### src/rtl/instruction_fetcher.sv
// -----------------------------------------------------------------------------
// instruction_fetcher
//   Fetches instructions one at a time from the memory controller and buffers
//   them, with their addresses, in an IQ_DEPTH-entry FIFO for the decoder.
//   JAL targets are followed immediately. Every other instruction, including
//   branches, advances the fetch address by 4. roll_back flushes the queue and
//   redirects fetch. rdy_in=0 freezes the whole block.
//
// Parameters
//   IQ_DEPTH  queue entry count (power of two, >= 2)
//   RESET_PC  first fetch address after reset
//
// Ports
//   clk_in             system clock, rising edge
//   rst_in             asynchronous active-low reset
//   rdy_in             global stall when low
//   roll_back          flush request
//   roll_back_pc       redirect target
//   fetch_start        fetch request to memory controller (1 only in REQ)
//   pc                 fetch address
//   finish_fetch       one-cycle fetch-complete pulse
//   instruction_in     returned instruction
//   instruction_pc_in  address the returned instruction belongs to
//   iq_pop             decoder consumes the head entry
//   iq_inst / iq_pc    head entry (valid when iq_empty is 0)
//   iq_empty / iq_full queue occupancy flags
// -----------------------------------------------------------------------------
module instruction_fetcher #(
   parameter int unsigned IQ_DEPTH = 16,
   parameter logic [31:0] RESET_PC = 32'h0
) (
   input  logic        clk_in,
   input  logic        rst_in,
   input  logic        rdy_in,
   input  logic        roll_back,
   input  logic [31:0] roll_back_pc,
   output logic        fetch_start,
   output logic [31:0] pc,
   input  logic        finish_fetch,
   input  logic [31:0] instruction_in,
   input  logic [31:0] instruction_pc_in,
   input  logic        iq_pop,
   output logic [31:0] iq_inst,
   output logic [31:0] iq_pc,
   output logic        iq_empty,
   output logic        iq_full
);

   localparam int unsigned PTR_W = $clog2(IQ_DEPTH);
   localparam int unsigned CNT_W = PTR_W + 1;
   localparam logic [CNT_W-1:0] FULL_COUNT = CNT_W'(IQ_DEPTH);

   typedef enum logic [1:0] {
      IDLE,
      REQ,
      HOLD
   } state_t;

   state_t state, state_next;

   // Target is computed while instruction_in is valid at acceptance, then
   // held here until HOLD ends and pc is allowed to move.
   logic [31:0]      pc_next_q;
   logic [PTR_W-1:0] head, tail;
   logic [CNT_W-1:0] count;
   logic [31:0]      mem_inst [IQ_DEPTH];
   logic [31:0]      mem_pc   [IQ_DEPTH];

   logic        accept;
   logic        pop;
   logic [31:0] jal_imm;
   logic [31:0] fetch_target;

   assign fetch_start = (state == REQ);
   assign iq_empty    = (count == '0);
   assign iq_full     = (count == FULL_COUNT);
   assign iq_inst     = mem_inst[head];
   assign iq_pc       = mem_pc[head];

   // roll_back outranks acceptance and pop; rdy_in outranks everything.
   assign accept = rdy_in && !roll_back && (state == REQ) && finish_fetch
                   && (instruction_pc_in == pc);
   assign pop    = rdy_in && !roll_back && iq_pop && !iq_empty;

   assign jal_imm      = {{12{instruction_in[31]}}, instruction_in[19:12],
                          instruction_in[20], instruction_in[30:21], 1'b0};
   assign fetch_target = (instruction_in[6:0] == 7'b1101111) ? pc + jal_imm
                                                             : pc + 32'd4;

   always_comb begin
      state_next = state;
      if (roll_back) begin
         state_next = IDLE;
      end else begin
         unique case (state)
            IDLE:    if (!iq_full) state_next = REQ;
            REQ:     if (accept)   state_next = HOLD;
            HOLD:    state_next = IDLE;
            default: state_next = IDLE;
         endcase
      end
   end

   always_ff @(posedge clk_in or negedge rst_in) begin
      if (!rst_in) begin
         state     <= IDLE;
         pc        <= RESET_PC;
         pc_next_q <= RESET_PC;
      end else if (rdy_in) begin
         state <= state_next;
         if (roll_back) begin
            pc <= roll_back_pc;
         end else if (state == HOLD) begin
            pc <= pc_next_q;
         end
         if (accept) begin
            pc_next_q <= fetch_target;
         end
      end
   end

   always_ff @(posedge clk_in or negedge rst_in) begin
      if (!rst_in) begin
         head  <= '0;
         tail  <= '0;
         count <= '0;
      end else if (rdy_in) begin
         if (roll_back) begin
            head  <= '0;
            tail  <= '0;
            count <= '0;
         end else begin
            if (accept) tail <= tail + PTR_W'(1);
            if (pop)    head <= head + PTR_W'(1);
            if (accept && !pop) begin
               count <= count + CNT_W'(1);
            end else if (pop && !accept) begin
               count <= count - CNT_W'(1);
            end
         end
      end
   end

   // Storage needs no reset: entries are only visible once counted.
   always_ff @(posedge clk_in) begin
      if (accept) begin
         mem_inst[tail] <= instruction_in;
         mem_pc[tail]   <= pc;
      end
   end

endmodule

### config.mk
export PLATFORM = sky130hd
export DESIGN_NAME = instruction_fetcher
export DESIGN_NICKNAME = d
export VERILOG_FILES = /design/src/rtl/instruction_fetcher.sv
export SDC_FILE = /design/constraint.sdc
export NUM_CORES = 1
export LEC_CHECK = 0
export ABC_CLOCK_PERIOD_IN_PS = 6950
export CAP_MARGIN = 30
export CORE_MARGIN = 5
export CORE_UTILIZATION = 25
export CTS_BUF_LIST = sky130_fd_sc_hd__clkbuf_2
export CTS_CLUSTER_SIZE = 16
export DETAILED_ROUTE_END_ITERATION = 8
export PLACE_DENSITY = 0.45
export SYNTH_ARGS = -nofsm -noshare
export SYNTH_HDL_FRONTEND = slang
export SYNTH_SLANG_ARGS = --single-unit
### constraint.sdc
create_clock -name clk_in -period 6.95 [get_ports clk_in]
set_clock_uncertainty 0.15 [all_clocks]
set_input_delay 1.39 -clock clk_in [delete_from_list [all_inputs] [get_ports clk_in]]
set_output_delay 1.39 -clock clk_in [all_outputs]
set_load 0.005 [all_outputs]
==> metrics.txt <==
outcome=finished clean; endpoints failing setup=0; Worst-Skew Late Latency=1.63 ns; core area=179000 µm²; Async SR Flop Fraction=0.0716; vias=24.5k; max-cap viol count=0; post_cts resized=0; largest net degree at the start of global routing=69; Buffers on Ports=200; final slew viol count=0; crit-path max FO=68; CTS Buf Count=311; # IOs=201; Post-DP Area=50400 µm²; RSZ-0062 raised after global routing=no; post-DR wirelength/cell=25.4 µm; Max stage delay on crit path=0.90 ns; commonest non-fill, non-tap cell in the layout=edfxtp_1; fin nets=2899; share of cells above drive strength 1=0.310; die width=434 µm; WS Path Type=reg2out; WL final=135 mm; CTS max path bufs=4; CTS sink count=1103; Clk pin slew, worst setup/hold paths=0.11 ns; Req. time, crit path=5.41 ns; Post-synth EDFFs=1024; CTS Hold Bufs=7; Rows=155; CTS tree=done; fin crit period=6.37 ns; crit-path cells=buf_12 -> mux4_2 -> mux4_2 -> clkdlybuf4s50_1; Hold Crit Class=in2reg; Slowest-stage cell, CP=dfrtp_4; Lkg Pwr=17.3 nW; Post-CTS Setup Repair Bufs=0; post-synthesis sequential area ratio=0.728; DR iter-0 viols=2036; CP Launch Type=flip-flop; crit path DAT=4.83 ns; DIE HEIGHT=434 µm; Syn Area/Cell=19.9 µm²; Power Dens Cells=287 nW/µm²; Max VDD drop=0.199 mV; initial antenna violation count=13; Max Clk Rate=0.157 GHz; Final Util=0.297; commonest non-fill, non-tap cells in the layout=1024 x edfxtp_1, 464 x clkbuf_2, 320 x mux4_2; gpl congestion=0.805; synthesized area=45000 µm²; Syn-to-layout area delta=18.2%; post-route cell area=53100 µm²; GR Util All Layers=0.143; total gr overflow=0; fin crit share=0.916; die area=188000 µm²; Seq cells post-synth=1103; Starting Density=0.252; hold violation count in the final report=0; CP dominant cell by count=mux4_2; syn nets=2408; Pre-antenna DRT Iters=5; DP HPWL=78.8 mm; antenna-violating nets left=0; Setup crit end kind=output port; first-pass GRT wire length=192 mm; vias per cell=4.61; # DRC=0; Main synth FF type=edfxtp_1; Fin Setup TNS=0 ns; Mapped Cells=2264; count of cell types in the netlist=63; synth warn=0; H-tree depth=5; Max-slew headroom=0.273; number of global-route vias before repair=26.2k; Root Driver=clkbuf_2; Worst-Margin Slew=1.09 ns
==> routing by layer <==
layer	share of wire	up-vias	global-route usage
met5	0.00025	-	0
met4	0.028	6	0.0486
met3	0.056	213	0.0363
met2	0.50	856	0.240
met1	0.42	12959	0.181
li1	-	10494	-
==> where the power goes <==
part           switching (mW)  internal, mW  leakage, nW
clock network            2.65          1.78         2.04
logic                    1.60          1.72         4.89
registers               0.141          7.33         10.4
==> synth_stat cells (all sizes together) (7+ instances only) <==
cell | n | area, µm²
a211oi | 8 | 60.1
a21o | 15 | 113
a21oi | 51 | 255
a31oi | 7 | 43.8
and4 | 7 | 61.3
buf | 30 | 128
clkbuf | 90 | 338
dfrtp | 79 | 1980
edfxtp | 1024 | 30700
ha | 40 | 500
inv | 21 | 78.8
mux2i | 37 | 370
mux4 | 320 | 7210
nand2 | 129 | 484
nand2b | 9 | 56.3
nand3 | 22 | 110
nand4 | 17 | 106
nor2 | 61 | 229
nor2b | 12 | 75.1
nor3 | 20 | 100
nor4 | 10 | 68.8
o21ai | 89 | 445
xnor2 | 33 | 289
xor2 | 44 | 385
==> cell type report <==
cell class / count / area (µm²)
Clock inverter: 52 / 226
Tap cell: 2355 / 2950
Antenna cell: 7 / 17.5
Inverter: 21 / 78.8
Multi-Input combinational cell: 1020 / 11800
Timing Repair Buffer: 298 / 2970
Sequential cell: 1103 / 32700
Fill cell: 17656 / 125000
Clock buffer: 464 / 2320
==> final timing paths <==
path | start | endpoint | slack, ns | cells after the start
max | head[0] | iq_inst[31] | 0.58 | 4
min | roll_back_pc[4] | pc[4] | 0.30 | 3
max reg2reg | pc[13] | count[4] | 2.67 | 13
min reg2reg | pc_next_q[15] | pc_next_q[15] | 0.34 | 2
max in group asynchronous | rst_in | pc_next_q[3] | 4.96 | 4
min in group asynchronous | rst_in | pc_next_q[0] | 0.60 | 4
==> per-stage QoR <==
step / std cells / power, mW / hold slack (ns) / setup WS (ns)
2_1_floorplan: 2264 / 9.65 / 0.288 / 0.692
6_report: 5320 / 15.2 / 0.300 / 0.585
3_5_place_dp: 4787 / 11.0 / 0.315 / 1.27
5_1_grt: 5319 / 16.1 / 0.0789 / 0.0685
4_1_cts: 5310 / 15.6 / 0.00594 / 0.125
3_3_place_gp: 4786 / 11.0 / 0.305 / 1.05
==> kinds of logic (layout without fill, tap and decap cells) <==
logic type / after synthesis / count (layout) / synth area share
XOR/XNOR: 77 / 77 / 0.0150
buffers and inverters: 141 / 835 / 0.0121
adder cells (fa/ha/maj): 42 / 42 / 0.0120
flip-flops: 1103 / 1103 / 0.728
AND/OR/NAND/NOR: 321 / 321 / 0.0342
other: 0 / 7 / 0
AO/OA/AOI/OAI: 221 / 221 / 0.0297
multiplexers: 359 / 359 / 0.169
==> state kept, by name, summed over array words and instances (netlist names) <==
signal     flops
mem_pc       512
state          2
tail           4
pc_next_q     32
count          5
head           4
mem_inst     512
pc            32
==> critical path: cells and delay by family (launching register included) <==
| family | cells | cell delay, ns |
|---|---|---|
| DFF | 1 | 0.90 |
| buffers and inverters | 2 | 1.05 |
| muxes | 2 | 1.16 |
Note: power is estimated with default switching activity, not from simulation.
